**src/rtl/ssd_word_decoder.sv**
```systemverilog
// ----------------------------------------------------------------------------
// ssd_word_decoder
//
// Turns a stream of active-low seven-segment digit patterns back into 16-bit
// binary words. One pattern is accepted per SegValid strobe, most significant
// digit first. After four digits the assembled word is registered on Word and
// WordValid pulses for one cycle. An unmapped pattern moves the decoder into
// an error state (Err high, input ignored) until Sync or Clr.
//
// Optional feature macro: SSD_DECODE_BLANK_EN
//   defined   -> the blank pattern 1111111 is a valid digit that decodes to 0
//   undefined -> 1111111 is invalid like any other unmapped pattern
//
// Ports:
//   Clk        in   rising-edge clock
//   Clr        in   asynchronous active-high reset
//   Seg[0:6]   in   segment pattern, active-low, Seg[0]=a ... Seg[6]=g
//   SegValid   in   Seg is sampled on this rising edge
//   Sync       in   synchronous frame restart (clears Err and partial word)
//   Word       out  last completed word, held until the next completion
//   WordValid  out  one-cycle pulse in the cycle after the 4th digit edge
//   Err        out  sticky invalid-pattern flag for the current frame
//   DigitCnt   out  digits accepted in the current frame (0..3)
//   FsmState   out  debug view of the FSM state (0 = COLLECT, 1 = ERR)
//
// Handshake: SegValid is a plain strobe with no ready/backpressure; every
// cycle with SegValid high presents exactly one digit, and the decoder either
// consumes it (COLLECT, or any state with Sync) or drops it (ERR).
// ----------------------------------------------------------------------------
module ssd_word_decoder (
    input  logic        Clk,
    input  logic        Clr,
    input  logic [0:6]  Seg,
    input  logic        SegValid,
    input  logic        Sync,
    output logic [15:0] Word,
    output logic        WordValid,
    output logic        Err,
    output logic [1:0]  DigitCnt,
    output logic [0:0]  FsmState
);

    localparam logic [0:0] ST_COLLECT = 1'b0;
    localparam logic [0:0] ST_ERR     = 1'b1;

    logic [0:0]  state_q, state_d;
    logic [11:0] acc_q,   acc_d;
    logic [1:0]  cnt_q,   cnt_d;
    logic [15:0] word_q,  word_d;
    logic        wv_q,    wv_d;

    logic [3:0]  nib;
    logic        nib_ok;

    // Pattern decode. Seg is declared [0:6], so a 7'b literal maps its
    // leftmost bit onto segment a, matching how the patterns are written.
    always_comb begin
        nib    = 4'h0;
        nib_ok = 1'b1;
        case (Seg)
            7'b0000001: nib = 4'h0;
            7'b1001111: nib = 4'h1;
            7'b0010010: nib = 4'h2;
            7'b0000110: nib = 4'h3;
            7'b1001100: nib = 4'h4;
            7'b0100100: nib = 4'h5;
            7'b0100000: nib = 4'h6;
            7'b0001111: nib = 4'h7;
            7'b0000000: nib = 4'h8;
            7'b0001100: nib = 4'h9;
            7'b0001000: nib = 4'hA;
            7'b1100000: nib = 4'hB;
            7'b0110001: nib = 4'hC;
            7'b1000010: nib = 4'hD;
            7'b0110000: nib = 4'hE;
            7'b0111000: nib = 4'hF;
`ifdef SSD_DECODE_BLANK_EN
            7'b1111111: nib = 4'h0;
`endif
            default:    nib_ok = 1'b0;
        endcase
    end

    // Sync restarts the frame first; a digit arriving in the same cycle is
    // then treated as the first digit of the fresh frame, which is why the
    // accumulator and counter are taken from these "base" values.
    logic [11:0] acc_base;
    logic [1:0]  cnt_base;
    logic        take_digit;

    always_comb begin
        acc_base   = Sync ? 12'h000 : acc_q;
        cnt_base   = Sync ? 2'd0    : cnt_q;
        take_digit = SegValid && (Sync || (state_q == ST_COLLECT));

        state_d = Sync ? ST_COLLECT : state_q;
        acc_d   = acc_base;
        cnt_d   = cnt_base;
        word_d  = word_q;
        wv_d    = 1'b0;

        if (take_digit) begin
            if (nib_ok) begin
                if (cnt_base == 2'd3) begin
                    word_d = {acc_base, nib};
                    wv_d   = 1'b1;
                    acc_d  = 12'h000;
                    cnt_d  = 2'd0;
                end else begin
                    acc_d = {acc_base[7:0], nib};
                    cnt_d = cnt_base + 2'd1;
                end
            end else begin
                // Partial word and counter stay as they are, frozen for debug.
                state_d = ST_ERR;
            end
        end
    end

    always_ff @(posedge Clk or posedge Clr) begin
        if (Clr) begin
            state_q <= ST_COLLECT;
            acc_q   <= 12'h000;
            cnt_q   <= 2'd0;
            word_q  <= 16'h0000;
            wv_q    <= 1'b0;
        end else begin
            state_q <= state_d;
            acc_q   <= acc_d;
            cnt_q   <= cnt_d;
            word_q  <= word_d;
            wv_q    <= wv_d;
        end
    end

    assign Word      = word_q;
    assign WordValid = wv_q;
    assign Err       = (state_q == ST_ERR);
    assign DigitCnt  = cnt_q;
    assign FsmState  = state_q;

endmodule
```
**config.mk**
```make
export PLATFORM = sky130hd
export DESIGN_NAME = ssd_word_decoder
export DESIGN_NICKNAME = d
export VERILOG_FILES = /design/src/rtl/ssd_word_decoder.sv
export SDC_FILE = /design/constraint.sdc
export NUM_CORES = 1
export LEC_CHECK = 0
export ABC_CLOCK_PERIOD_IN_PS = 1600
export CORE_AREA = 2 2 66 68
export CTS_CLUSTER_DIAMETER = 50
export CTS_CLUSTER_SIZE = 16
export DETAILED_ROUTE_END_ITERATION = 10
export DIE_AREA = 0 0 68 70
export GPL_TIMING_DRIVEN = 1
export PLACE_DENSITY = 0.71
export SYNTH_ARGS = -nofsm -noshare
export SYNTH_HDL_FRONTEND = slang
export SYNTH_SLANG_ARGS = --single-unit
```
**constraint.sdc**
```tcl
create_clock -name Clk -period 1.6 [get_ports Clk]
set_input_delay 0.32 -clock Clk [delete_from_list [all_inputs] [get_ports Clk]]
set_output_delay 0.32 -clock Clk [all_outputs]
set_load 0.02 [all_outputs]
```
**After elaboration in Yosys (flattened, before gate mapping)**

Index checks and enable logic that the tools add are counted.

- Register bits after elaboration: 32
- Bits in latches: 0
- Memory bits (writable): 0
- Bits in read-only memories: 0
- Bits of input ports: 11
- Memories: 0

- $add $sub $neg: 1
- Multiply operators: 0
- Div/mod/pow operators: 0
- Order comparisons: 0
- Eq/ne operators: 16
- Shift operators: 0
- Muxes and demuxes: 16
- Bitwise gates (word level): 1
- Reductions and logical operators: 5

Operators with widths:

| kind | number |
|---|---|
| $pmux 4 s15 | 1 |
| $mux 12 | 4 |
| $eq 7x6->1 const B | 5 |
| $eq 7x7->1 const B | 4 |
| $eq 7x4->1 const B | 3 |
| $reduce_or 16->1 | 1 |
| $mux 2 | 4 |
| $eq 7x1->1 const B | 1 |
| $eq 7x3->1 const B | 1 |
| $eq 7x5->1 const B | 1 |
| $logic_not 7->1 | 1 |
| $mux 1 | 7 |
| $reduce_and 3->1 | 1 |
| $add 2x1->2 const B | 1 |
| $eq 2x2->1 const B | 1 |
| $logic_and 1x1->1 | 1 |
| $logic_or 1x1->1 | 1 |
| $not 1->1 | 1 |

**Logic depth before layout (Yosys ltp)**

Gate-level depths: netlist (run 1).

- Word-level depth: 5
- Mapped depth: 8

**Worst setup path before layout (run 1)**

OpenSTA, ideal clock, no wires.

- Path type: input-to-reg
- Start: input port Seg[5] (netlist name)
- End: register word_q[10], in the netlist Word[10]
- Arrival time: 1754 ps
- Required time: 1521 ps
- Path slack: -234 ps
- Stages on the path: 8
- Path through: buf_6 > nor3_4 > o211ai_1 > and3_1 > buf_6 > a31oi_4 > buf_12 > mux2i_1

- Word-level cells in the longest chain between the ends: 4
- Elaborated cells between the ends (all ways): 19
- Those cells by class: eq/ne: 15; mux: 1; reduce/logical: 3

Ends and longest elaborated chain:

| what | line | source |
|---|---|---|
| start: declaration | 33 | `input logic [0:6] Seg,` |
| $eq 7x6->1, or another cell as far along | 60 | `case (Seg)` |
| $reduce_or 16->1 (no source line) * | - |  |
| $mux 1 * | 60 |  |
| $reduce_and 3->1 (no source line) * | - |  |
| end signal: assignment | 131 | `word_q <= word_d;` |
| end: declaration | 49 | `logic [15:0] word_q, word_d;` |

Every way passes the cells marked *; elsewhere a longest branch is shown, timed or not.
A chain may end at the register's enable or synchronous reset.

**Final worst setup path (run 1)**

- Start: input port Seg[3] (netlist name)
- End: register word_q[6], in the netlist Word[6]

Same word-level chain as after synthesis.

==> reports/qor.csv, run 1 <==
stage,metric,value,unit
detailed_routing,drt-initial-drc-count,114,
floorplan,pin_count,32,
timing,finalSetupTns,-1.89,ps
finish,fin_nets,249,
grt,grt_start_max_net_pins,33,
logic_synthesis,synth_compound_area_share,14.8,%
clocking,cts-root-buf,clkbuf_8,
logic_synthesis,syn-num-nets,180,
finish,drive_above_1_share,37.0,%
power,ir_worst_vdd,0.311,mV
grt,grt_use_met3,3.22,%
placement,dpl_worst_slack,-808,ps
timing,worst_slack,-1.89,ps
logic_synthesis,synth_top_family_by_area,simple AND/OR/NAND/NOR gates,
critical_path,crit_type,input port to register,
grt,use_met2,35.8,%
placement,dpl_cell_area,2310,um^2
timing,worst_pin_slew,433,ps
critical_path,start_kind,input port,
timing,setup_viol,1,
placement,place_inst,268,
critical_path,arrival,1790,ps
logic_synthesis,synth_area,1750,um^2
grt,grt_usage,19.7,%
placement,port_buffers,31,
grt,grt_pass1_vias,1579,
finish,layout_commonest_cell,buf_4,
clocking,clkTransAtPathRegs,60,ps
logic_synthesis,synth_top_area_cell,dfrtp_1,
clocking,cts_buffer_depth,2,
detailed_routing,via_per_inst,5.31,
floorplan,num_rows,24,
floorplan,coreArea,4140,um^2
logic_synthesis,synth_cell_types,48,
grt,antenna_found_initial,0,
logic_synthesis,netlist_instances,168,
grt,grt_pass1_wl,7.09,mm
timing,slew_violations,0,
detailed_routing,ant_nets,0,
detailed_routing,via_count,1541,
clocking,h-tree-depth,2,
logic_synthesis,ys_top_cells_by_area,"dfrtp_1 (46%), mux2i_1 (8.6%), o22ai_1 (4.3%)",
logic_synthesis,ys_warn_count,0,
timing,fin_crit_sh,100,%
critical_path,cp_cell_sequence,buf_8 > buf_4 > buf_4 > and4b_1 > o21ai_1 > a31o_4 > a31oi_4 > buf_8 > mux2i_1,
logic_synthesis,synth-main-ff-cell,dfrtp_1,
floorplan,dieHeight,70,um
hold_path,hp-class,input port to async pin,
detailed_routing,routed_wirelength,4.53,mm
power,p_leak,1.18,nW
timing,clock.fmax,0.624,GHz
logic_synthesis,synth_edf_count,0,
logic_synthesis,synth.top_cell.area_share,45.7,%
power,power_per_cell_area,654,nW/um^2
logic_synthesis,yosys.area_share.simple,19.3,%
clocking,cts_tree,done,
run,drv_cap,0,
logic_synthesis,synthAdderAreaFrac,0.714,%
floorplan,die_area,4760,um^2
outcome,status,"complete, but fails checks",
clocking,cts_sinks,32,
critical_path,required,1790,ps
critical_path,critPathMaxFanout,8,
critical_path,cpPeakStageDelay,270,ps
clocking,insertion_delay,280,ps
finish,n_antenna_cell,0,
placement,place_congestion,0.848,
finish,final_cell_mix,"buf_4 (35), dfrtp_1 (31), inv_1 (18), nand2_1 (18), mux2i_1 (15)",
critical_path,crit_path_end_kind,register,
finish,areaGrowthSynthToFinish,52.0,%
floorplan,initial_utilization,42.3,%
timing,relSlewSlack,71.0,%
grt,overflow,0,
logic_synthesis,synth.yosys.seq_area_share,45.7,%
finish,final_core_util,64.3,%
critical_path,slowest_stage,a31o_4,
clocking,ctsHoldBuffers,0,
placement,dp_hpwl,2.99,mm
grt,busiest_layer,met2,
timing,skew,1.46,ps
logic_synthesis,synth_xor_area_share,0.500,%
timing,fin_crit,1600,ps
finish,stdcell_count,290,
clocking,cts_buffers,5,
logic_synthesis,synthArstFlopShare,100,%
grt,grtUsageMet1,20.7,%
timing,rsz0062_at_grt,yes,
outcome,violations,setup timing,
logic_synthesis,synthMuxAreaShare,9.21,%
finish,design_area,2670,um^2
floorplan,die_width,68,um
detailed_routing,dr.pass1.iters,6,
logic_synthesis,synth-seq-cells,32,
timing,hold_violations,0,
detailed_routing,wl_per_cell,15.6,um
detailed_routing,drc,0,
logic_synthesis,avgSynthCellArea,10.4,um^2
-- cells by family (layout without fill, tap and decap cells) --
logic type,count (synthesis),after routing
buf+inv,31,101
compound gates,32,32
flops,32,32
xor+xnor,1,1
mux,16,16
simple gates,55,55
fa+ha+maj,1,1
-- metrics by stage --
step	hold WS [ps]	power [mW]
2_1_floorplan	436	0.975
3_3_place_gp	507	1.07
3_5_place_dp	510	1.08
4_1_cts	439	1.75
5_1_grt	470	1.81
6_report	419	1.74
-- what timing repair did --
item,in CTS,in global routing
pin swaps,12,9
gates resized for setup,63,24
setup endpoints to repair,32,39
buffers inserted,13,2
cloned,3,0
-- synthesized netlist by cell type (all sizes together), types with 2 or more instances --
master and instances:
and3 3, o22ai 12, inv 18, nand2 18, nor2 4, a31oi 3, nand2b 4, buf 11
nor2b 4, dfrtp 32, a211oi 3, nor4b 2, clkbuf 2, a31o 2, o21ai 5, nor3b 2
nor3 4, mux2i 15, nand3 3
-- registers in the layout (all words and copies together) (netlist names) --
signal     cells
acc_q         12
WordValid      1
DigitCnt       2
Word          16
Err            1
-- area by class of cell --
type	count	area [um^2]
clock buffer	6	82.6
clock inverter	2	10.0
fill	313	1480
inverter	18	67.6
multi-input combinational	105	932
sequential	32	802
tap	52	65.1
timing repair buffer	75	706
-- routing by layer --
layer  share of wire, %  wire length [um]  vias up
met5                  0                 0        -
met4                2.7               120        0
met3                3.6               163       12
met2                 56              2530       44
met1                 38              1720      752
li1                   -                 -      733
-- power breakdown --
group / switching [mW] / total, mW / internal [mW]
clock: 0.284 / 0.627 / 0.342
combinational: 0.151 / 0.295 / 0.144
sequential: 0.00353 / 0.821 / 0.817
total: 0.439 / 1.74 / 1.30
-- final timing paths --
path	from	endpoint	slack (ps)	cells past startpoint
worst max-delay path	Seg[3]	Word[6]	-2	9
worst min-delay path	Clr	Word[13]	420	3
worst max register to register	DigitCnt[0]	acc_q[7]	10	6
worst min register to register	Word[15]	Word[15]	520	2
max in group asynchronous	Clr	DigitCnt[0]	880	3
min in group Clk	Word[15]	Word[15]	520	2
-- critical path, delay by kind of cell --
family,cells,cell delay [ps]
compound gates,3,550
mux,1,230
simple gates,1,210
buf+inv,4,480
Power figures use the tool's default switching activity.
==> run 2: changes to the inputs <==
- CTS_CLUSTER_SIZE: 16 -> not set
- MAX_ROUTING_LAYER: not set -> met4
==> reports/qor.csv, run 2 (synthesis results as in run 1) <==
stage,metric,value,unit,change
finish,final_core_util,67.9,%,+3.6 points
timing,skew,5.17,ps,+3.71 ps
critical_path,cp_cell_sequence,buf_6 > buf_6 > nor4b_4 > o21ai_1 > a31o_4 > buf_4 > a31o_4 > buf_6 > o22ai_2,,
clocking,h-tree-depth,2,,unchanged
clocking,cts_sinks,32,,unchanged
power,switching_share,24.1,%,-1.1 points
finish,layout_commonest_cell,dfrtp_1,,
detailed_routing,wl_met3,165,um,+1.2%
outcome,status,"complete, but fails checks",,
detailed_routing,drt-initial-drc-count,98,,-14%
grt,grt_start_max_net_pins,33,,unchanged
floorplan,dieHeight,70,um,unchanged
grt,antenna_found_initial,0,,unchanged
critical_path,arrival,1820,ps,+30 ps
floorplan,pin_count,32,,unchanged
detailed_routing,routed_wirelength,4.68,mm,+3.4%
detailed_routing,ant_nets,0,,unchanged
run,drv_cap,0,,unchanged
detailed_routing,highest_layer,met4,,
timing,rsz0062_at_grt,yes,,
power,p_clk_share,39.8,%,+3.8 points
floorplan,die_width,68,um,unchanged
critical_path,path_common_cell,buf_6,,
power,ir_worst_vdd,0.288,mV,-7.6%
critical_path,crit_path_end_kind,register,,
power,total_power,1.89,mW,+8.5%
timing,worst_pin_slew,411,ps,-22.1 ps
finish,areaGrowthSynthToFinish,60.6,%,
floorplan,initial_utilization,42.3,%,unchanged
clocking,cts-root-buf,clkbuf_8,,
power,p_seq_share,43.4,%,-3.7 points
power,intPower,1.44,mW,+10%
grt,grt_pass1_vias,1606,,+1.7%
detailed_routing,wl_per_cell,16.1,um,+3.0%
finish,final_cell_mix,"dfrtp_1 (31), buf_4 (29), nand2_1 (18)",,
floorplan,coreArea,4140,um^2,unchanged
floorplan,die_area,4760,um^2,unchanged
finish,stdcell_count,291,,+0.34%
placement,dpl_cell_area,2320,um^2,+0.32%
critical_path,critPathMaxFanout,8,,unchanged
critical_path,slowest_stage,nor4b_4,,
clocking,cts_buffer_depth,2,,unchanged
timing,hold_violations,0,,unchanged
clocking,clkTransAtPathRegs,70,ps,about the same
finish,drive_above_1_share,41.8,%,+4.9 points
power,power_per_cell_area,672,nW/um^2,+2.8%
placement,dp_hpwl,2.88,mm,-3.7%
timing,fin_crit_sh,101,%,+0.70 points
grt,grt_usage,21.0,%,+1.2 points
placement,port_buffers,31,,unchanged
timing,clock.fmax,0.620,GHz,-0.69%
outcome,violations,setup timing,,
timing,finalSetupTns,-34.0,ps,-32.1 ps
critical_path,path_buf_inv,4,,unchanged
detailed_routing,dr.pass1.iters,4,,-2
timing,fin_crit,1610,ps,+11.1 ps
critical_path,cpPeakStageDelay,260,ps,about the same
grt,grt_pass1_wl,7.31,mm,+3.2%
finish,nFillCells,297,,-5.1%
finish,fin_nets,250,,+0.40%
timing,setup_viol,5,,+4
detailed_routing,route.met2.wl,2.57,mm,+1.8%
critical_path,crit_type,input port to register,,
critical_path,start_kind,input port,,
grt,overflow,0,,unchanged
power,comb_power_share,16.8,%,about the same
detailed_routing,via_per_inst,5.44,,+2.3%
detailed_routing,via_count,1582,,+2.7%
placement,place_inst,269,,+0.37%
clocking,insertion_delay,280,ps,about the same
timing,slew_violations,0,,unchanged
timing,relSlewSlack,72.6,%,+1.6 points
critical_path,crit_family,compound AO/OA/AOI/OAI gates,,
clocking,cts_tree,done,,
timing,worst_slack,-13.0,ps,-11.1 ps
detailed_routing,drc,0,,unchanged
power,switching_power,0.456,mW,+3.9%
placement,place_congestion,0.859,,+1.3%
finish,largest_register_ffs,16,,unchanged
power,p_leak,1.24,nW,+4.8%
floorplan,num_rows,24,,unchanged
detailed_routing,met1_length,1.81,mm,+5.2%
clocking,ctsHoldBuffers,0,,unchanged
critical_path,cp_num_cells,9,,unchanged
finish,n_antenna_cell,0,,unchanged
hold_path,hp-class,input port to async pin,,
critical_path,required,1810,ps,+20 ps
finish,design_area,2820,um^2,+5.6%
critical_path,ff2ff_path_depth,6,,unchanged
clocking,cts_buffers,5,,unchanged
## run 2: power groups by stage
| stage | clock, mW | sequential, mW | combinational [mW] |
|---|---|---|---|
| after global routing | 0.804 | 0.821 | 0.338 |
| after detailed placement | 0 | 0.836 | 0.243 |
| final | 0.753 | 0.821 | 0.318 |
| after floorplan | 0 | 0.842 | 0.133 |
| after CTS | 0.765 | 0.821 | 0.299 |
| after global placement | 0 | 0.835 | 0.236 |
## run 2: worst reg2reg max path: stages (launching register included)
cell,delay (ps)
dfrtp_2,400
nor2b_4,140
ha_4,170
or2_2,320
a31o_4,230
buf_6,130
o22ai_2,130
## run 2: layer usage
layer  global-route usage, %  up-vias
li1                        -      733
met4                    12.4        0
met3                    4.19       16
met1                    23.0      789
met2                    34.3       44
met5                       -        -
## run 2: through the flow
stage	hold WS, ps	setup slack (ps)
after floorplan	436	-211
after global placement	501	-691
after detailed placement	509	-798
after CTS	441	-39.4
after global routing	478	-63.4
final	430	-13.0
## run 2: final timing paths
| path | startpoint | to | slack [ps] |
|---|---|---|---|
| worst max-delay path | Seg[4] | acc_q[9] | -10 |
| worst min register to register | Word[13] | Word[13] | 520 |
| min in group Clk | Word[13] | Word[13] | 520 |
| worst min-delay path | Clr | acc_q[11] | 430 |
| worst max register to register | DigitCnt[0] | acc_q[9] | 10 |
| max in group asynchronous | Clr | DigitCnt[0] | 860 |
## run 2: timing repair
action	in CTS	in global routing
setup buffers	7	1
pin swaps	10	4
gates cloned	5	1
setup endpoints to repair	32	36
gates resized for setup	65	30
## run 2: cell type report
| class | count | area, um^2 | area share, % |
|---|---|---|---|
| multi-input combinational | 105 | 1000 | 35.6 |
| sequential | 32 | 802 | 28.5 |
| timing repair buffer | 76 | 771 | 27.4 |
| clock buffer | 6 | 72.6 | 2.58 |
| inverter | 18 | 67.6 | 2.40 |
| tap | 52 | 65.1 | 2.31 |
| clock inverter | 2 | 35.0 | 1.24 |
==> run 3: changes to the inputs <==
- ABC_AREA: not set -> 1
- CORE_AREA: 2 2 66 68 -> 2 2 67 69
- DIE_AREA: 0 0 68 70 -> 0 0 69 71
- PLACE_DENSITY: 0.71 -> 0.7
==> reports/qor.csv, run 3 <==
stage,metric,value,unit,change
power,ir_worst_vdd,0.353,mV,+23%
power,p_leak,1.49,nW,+20%
timing,slew_violations,0,,unchanged
critical_path,crit_family,buffers and inverters,,
outcome,status,"finished, final reports clean",,
detailed_routing,via_per_inst,4.82,,-11%
placement,dpl_worst_slack,-452,ps,+346 ps
detailed_routing,dr.pass1.iters,4,,unchanged
placement,dp_hpwl,3.00,mm,+4.4%
critical_path,crit_path_end_kind,output pin,,
power,comb_power_share,13.5,%,-3.3 points
floorplan,pin_count,32,,unchanged
detailed_routing,routed_wirelength,4.01,mm,-14%
finish,fin_nets,306,,+22%
critical_path,slowest_stage,clkdlybuf4s50_1,,
finish,layout_commonest_cell,nand2_1,,
floorplan,die_width,69,um,+1.5%
run,drv_cap,0,,unchanged
grt,grt_pass1_wl,7.11,mm,-2.8%
detailed_routing,wl_per_cell,11.6,um,-28%
timing,worst_slack,43.4,ps,+56.5 ps
clocking,cts_buffer_depth,2,,unchanged
floorplan,dieHeight,71,um,+1.4%
placement,place_congestion,0.787,,-8.4%
timing,worst_pin_slew,402,ps,-8.66 ps
grt,antenna_found_initial,0,,unchanged
logic_synthesis,synth_area,1790,um^2,+2.1%
timing,fin_crit_sh,97.3,%,-3.5 points
logic_synthesis,ys_top_cells_by_area,"dfrtp_1 (45%), nand2_1 (18%), nand4_1 (5.6%)",,
finish,areaGrowthSynthToFinish,37.9,%,
clocking,h-tree-depth,2,,unchanged
power,switching_share,24.3,%,+0.18 points
critical_path,crit_type,register to output pin,,
clocking,cts-root-buf,clkbuf_8,,
placement,port_buffers,31,,unchanged
logic_synthesis,syn-num-nets,253,,+41%
logic_synthesis,ys_warn_count,0,,unchanged
critical_path,critPathMaxFanout,2,,-6
grt,grt_start_max_net_pins,33,,unchanged
timing,setup_viol,0,,-5
grt,grt_pass1_vias,1616,,+0.62%
logic_synthesis,synth.top_cell.area_share,44.8,%,-0.93 points
floorplan,die_area,4900,um^2,+2.9%
timing,skew,6.55,ps,+1.38 ps
critical_path,cp_cell_sequence,clkdlybuf4s50_1,,
logic_synthesis,synthArstFlopShare,100,%,unchanged
power,power_per_cell_area,735,nW/um^2,+9.4%
finish,nFillCells,392,,+32%
finish,final_core_util,58.7,%,-9.2 points
power,intPower,1.37,mW,-4.3%
critical_path,cpPeakStageDelay,610,ps,+350 ps
detailed_routing,via_count,1674,,+5.8%
finish,final_cell_mix,"nand2_1 (86), dfrtp_1 (32), inv_1 (24)",,
timing,whs,393,ps,-36.7 ps
detailed_routing,drt-initial-drc-count,115,,+17%
clocking,cts_sinks,32,,unchanged
detailed_routing,drc,0,,unchanged
power,switching_power,0.440,mW,-3.4%
power,p_seq_share,45.4,%,+2.0 points
timing,clock.fmax,0.642,GHz,+3.6%
timing,rsz0062_at_grt,no,,
hold_path,hp-class,input port to register,,
logic_synthesis,netlist_instances,241,,+43%
detailed_routing,ant_nets,0,,unchanged
finish,largest_register_ffs,16,,unchanged
logic_synthesis,synth-main-ff-cell,dfrtp_1,,
critical_path,start_kind,register,,
grt,overflow,0,,unchanged
timing,fin_crit,1560,ps,-56.5 ps
power,total_power,1.81,mW,-4.1%
critical_path,path_buf_inv,1,,-3
timing,relSlewSlack,73.2,%,+0.58 points
floorplan,coreArea,4200,um^2,+1.4%
logic_synthesis,synth.yosys.seq_area_share,44.8,%,-0.93 points
grt,grt_usage,18.7,%,-2.3 points
clocking,post_cts_buffers,0,,-7
power,p_clk_share,41.2,%,+1.4 points
clocking,cts_buffers,5,,unchanged
timing,hold_violations,0,,unchanged
floorplan,num_rows,24,,unchanged
floorplan,initial_utilization,42.6,%,+0.26 points
logic_synthesis,synth_common_cells,"nand2_1 (87), dfrtp_1 (32), inv_1 (26)",,
finish,stdcell_count,347,,+19%
clocking,cts_tree,done,,
clocking,clkTransAtPathRegs,70,ps,about the same
logic_synthesis,synth_top_area_cell,dfrtp_1,,
logic_synthesis,avgSynthCellArea,7.42,um^2,-29%
finish,drive_above_1_share,25.4,%,-16 points
critical_path,required,1280,ps,-530 ps
logic_synthesis,yosysMostFrequentCell,nand2_1,,
placement,place_inst,338,,+26%
finish,n_antenna_cell,0,,unchanged
logic_synthesis,synth-seq-cells,32,,unchanged
logic_synthesis,synth_cell_types,22,,-54%
logic_synthesis,synth_edf_count,0,,unchanged
clocking,insertion_delay,280,ps,about the same
clocking,ctsHoldBuffers,0,,unchanged
critical_path,arrival,1240,ps,-580 ps
-- run 3: cell types whose count changed in the layout (fill, tap and decap cells not counted), sizes merged, moves of 7 or more --
| cell | before | now |
|---|---|---|
| nand2 | 18 | 95 |
| nor2 | 4 | 34 |
| buf | 50 | 23 |
| mux2i | 15 | 0 |
| nand4 | 1 | 16 |
| inv | 18 | 32 |
| o22ai | 12 | 0 |
| o21ai | 5 | 12 |
-- run 3: worst paths after layout --
kind | startpoint | to | slack (ps) | cells after the start
min reg2reg | Word[13] | Word[13] | 470 | 2
max in group asynchronous | Clr | acc_q[3] | 890 | 3
min in group asynchronous | Clr | Word[12] | 420 | 3
max reg2reg | DigitCnt[0] | Word[0] | 280 | 7
min | Sync | DigitCnt[1] | 390 | 4
max | Word[0] | Word[0] | 40 | 1
-- run 3: repair_timing --
| action | 4_1_cts | 5_1_grt |
|---|---|---|
| hold endpoints to repair | 0 | 0 |
| gates cloned | 1 | 0 |
| endpoints found under the setup margin | 32 | 39 |
| pin swaps | 4 | 3 |
| resized for setup | 17 | 29 |
-- run 3: power groups by stage --
stage	registers, mW	clock network (mW)	logic [mW]
after detailed placement	0.839	0	0.235
final	0.823	0.747	0.244
after global routing	0.823	0.818	0.271
after CTS	0.823	0.762	0.241
after global placement	0.838	0	0.232
after floorplan	0.845	0	0.125
-- run 3: cell type report --
| class | instances | area [um^2] | share of cell area (%) |
|---|---|---|---|
| Tap cell | 52 | 65.1 | 2.64 |
| Clock inverter | 2 | 35.0 | 1.42 |
| Timing Repair Buffer | 54 | 492 | 19.9 |
| Clock buffer | 6 | 72.6 | 2.94 |
| Inverter | 32 | 123 | 4.97 |
| Multi-Input combinational cell | 169 | 880 | 35.6 |
| Sequential cell | 32 | 801 | 32.5 |
-- run 3: kinds of logic (layout without fill, tap and decap cells) --
logic type | count (synthesis) | count (layout) | synth area share [%]
buffers and inverters | 41 | 94 | 10.3
and+or+nand+nor | 155 | 156 | 40.9
adders and majority gates | 1 | 1 | 0.699
DFF | 32 | 32 | 44.8
AOI/OAI and AO/OA | 12 | 12 | 3.36
-- run 3: metal layers --
layer / GRT usage [%] / wire length [um] / vias to the layer above
met5: - / 0 / -
met4: 6.97 / 91 / 0
met3: 4.56 / 181 / 9
met2: 31.2 / 2070 / 41
met1: 21.9 / 1660 / 769
li1: - / - / 855
-- run 3: stage by stage --
stage	area, um^2	setup TNS, ps
4_1_cts	2420	0
3_5_place_dp	2270	-13600
2_1_floorplan	1790	0
6_report	2470	0
5_1_grt	2470	0
3_3_place_gp	2270	-12860
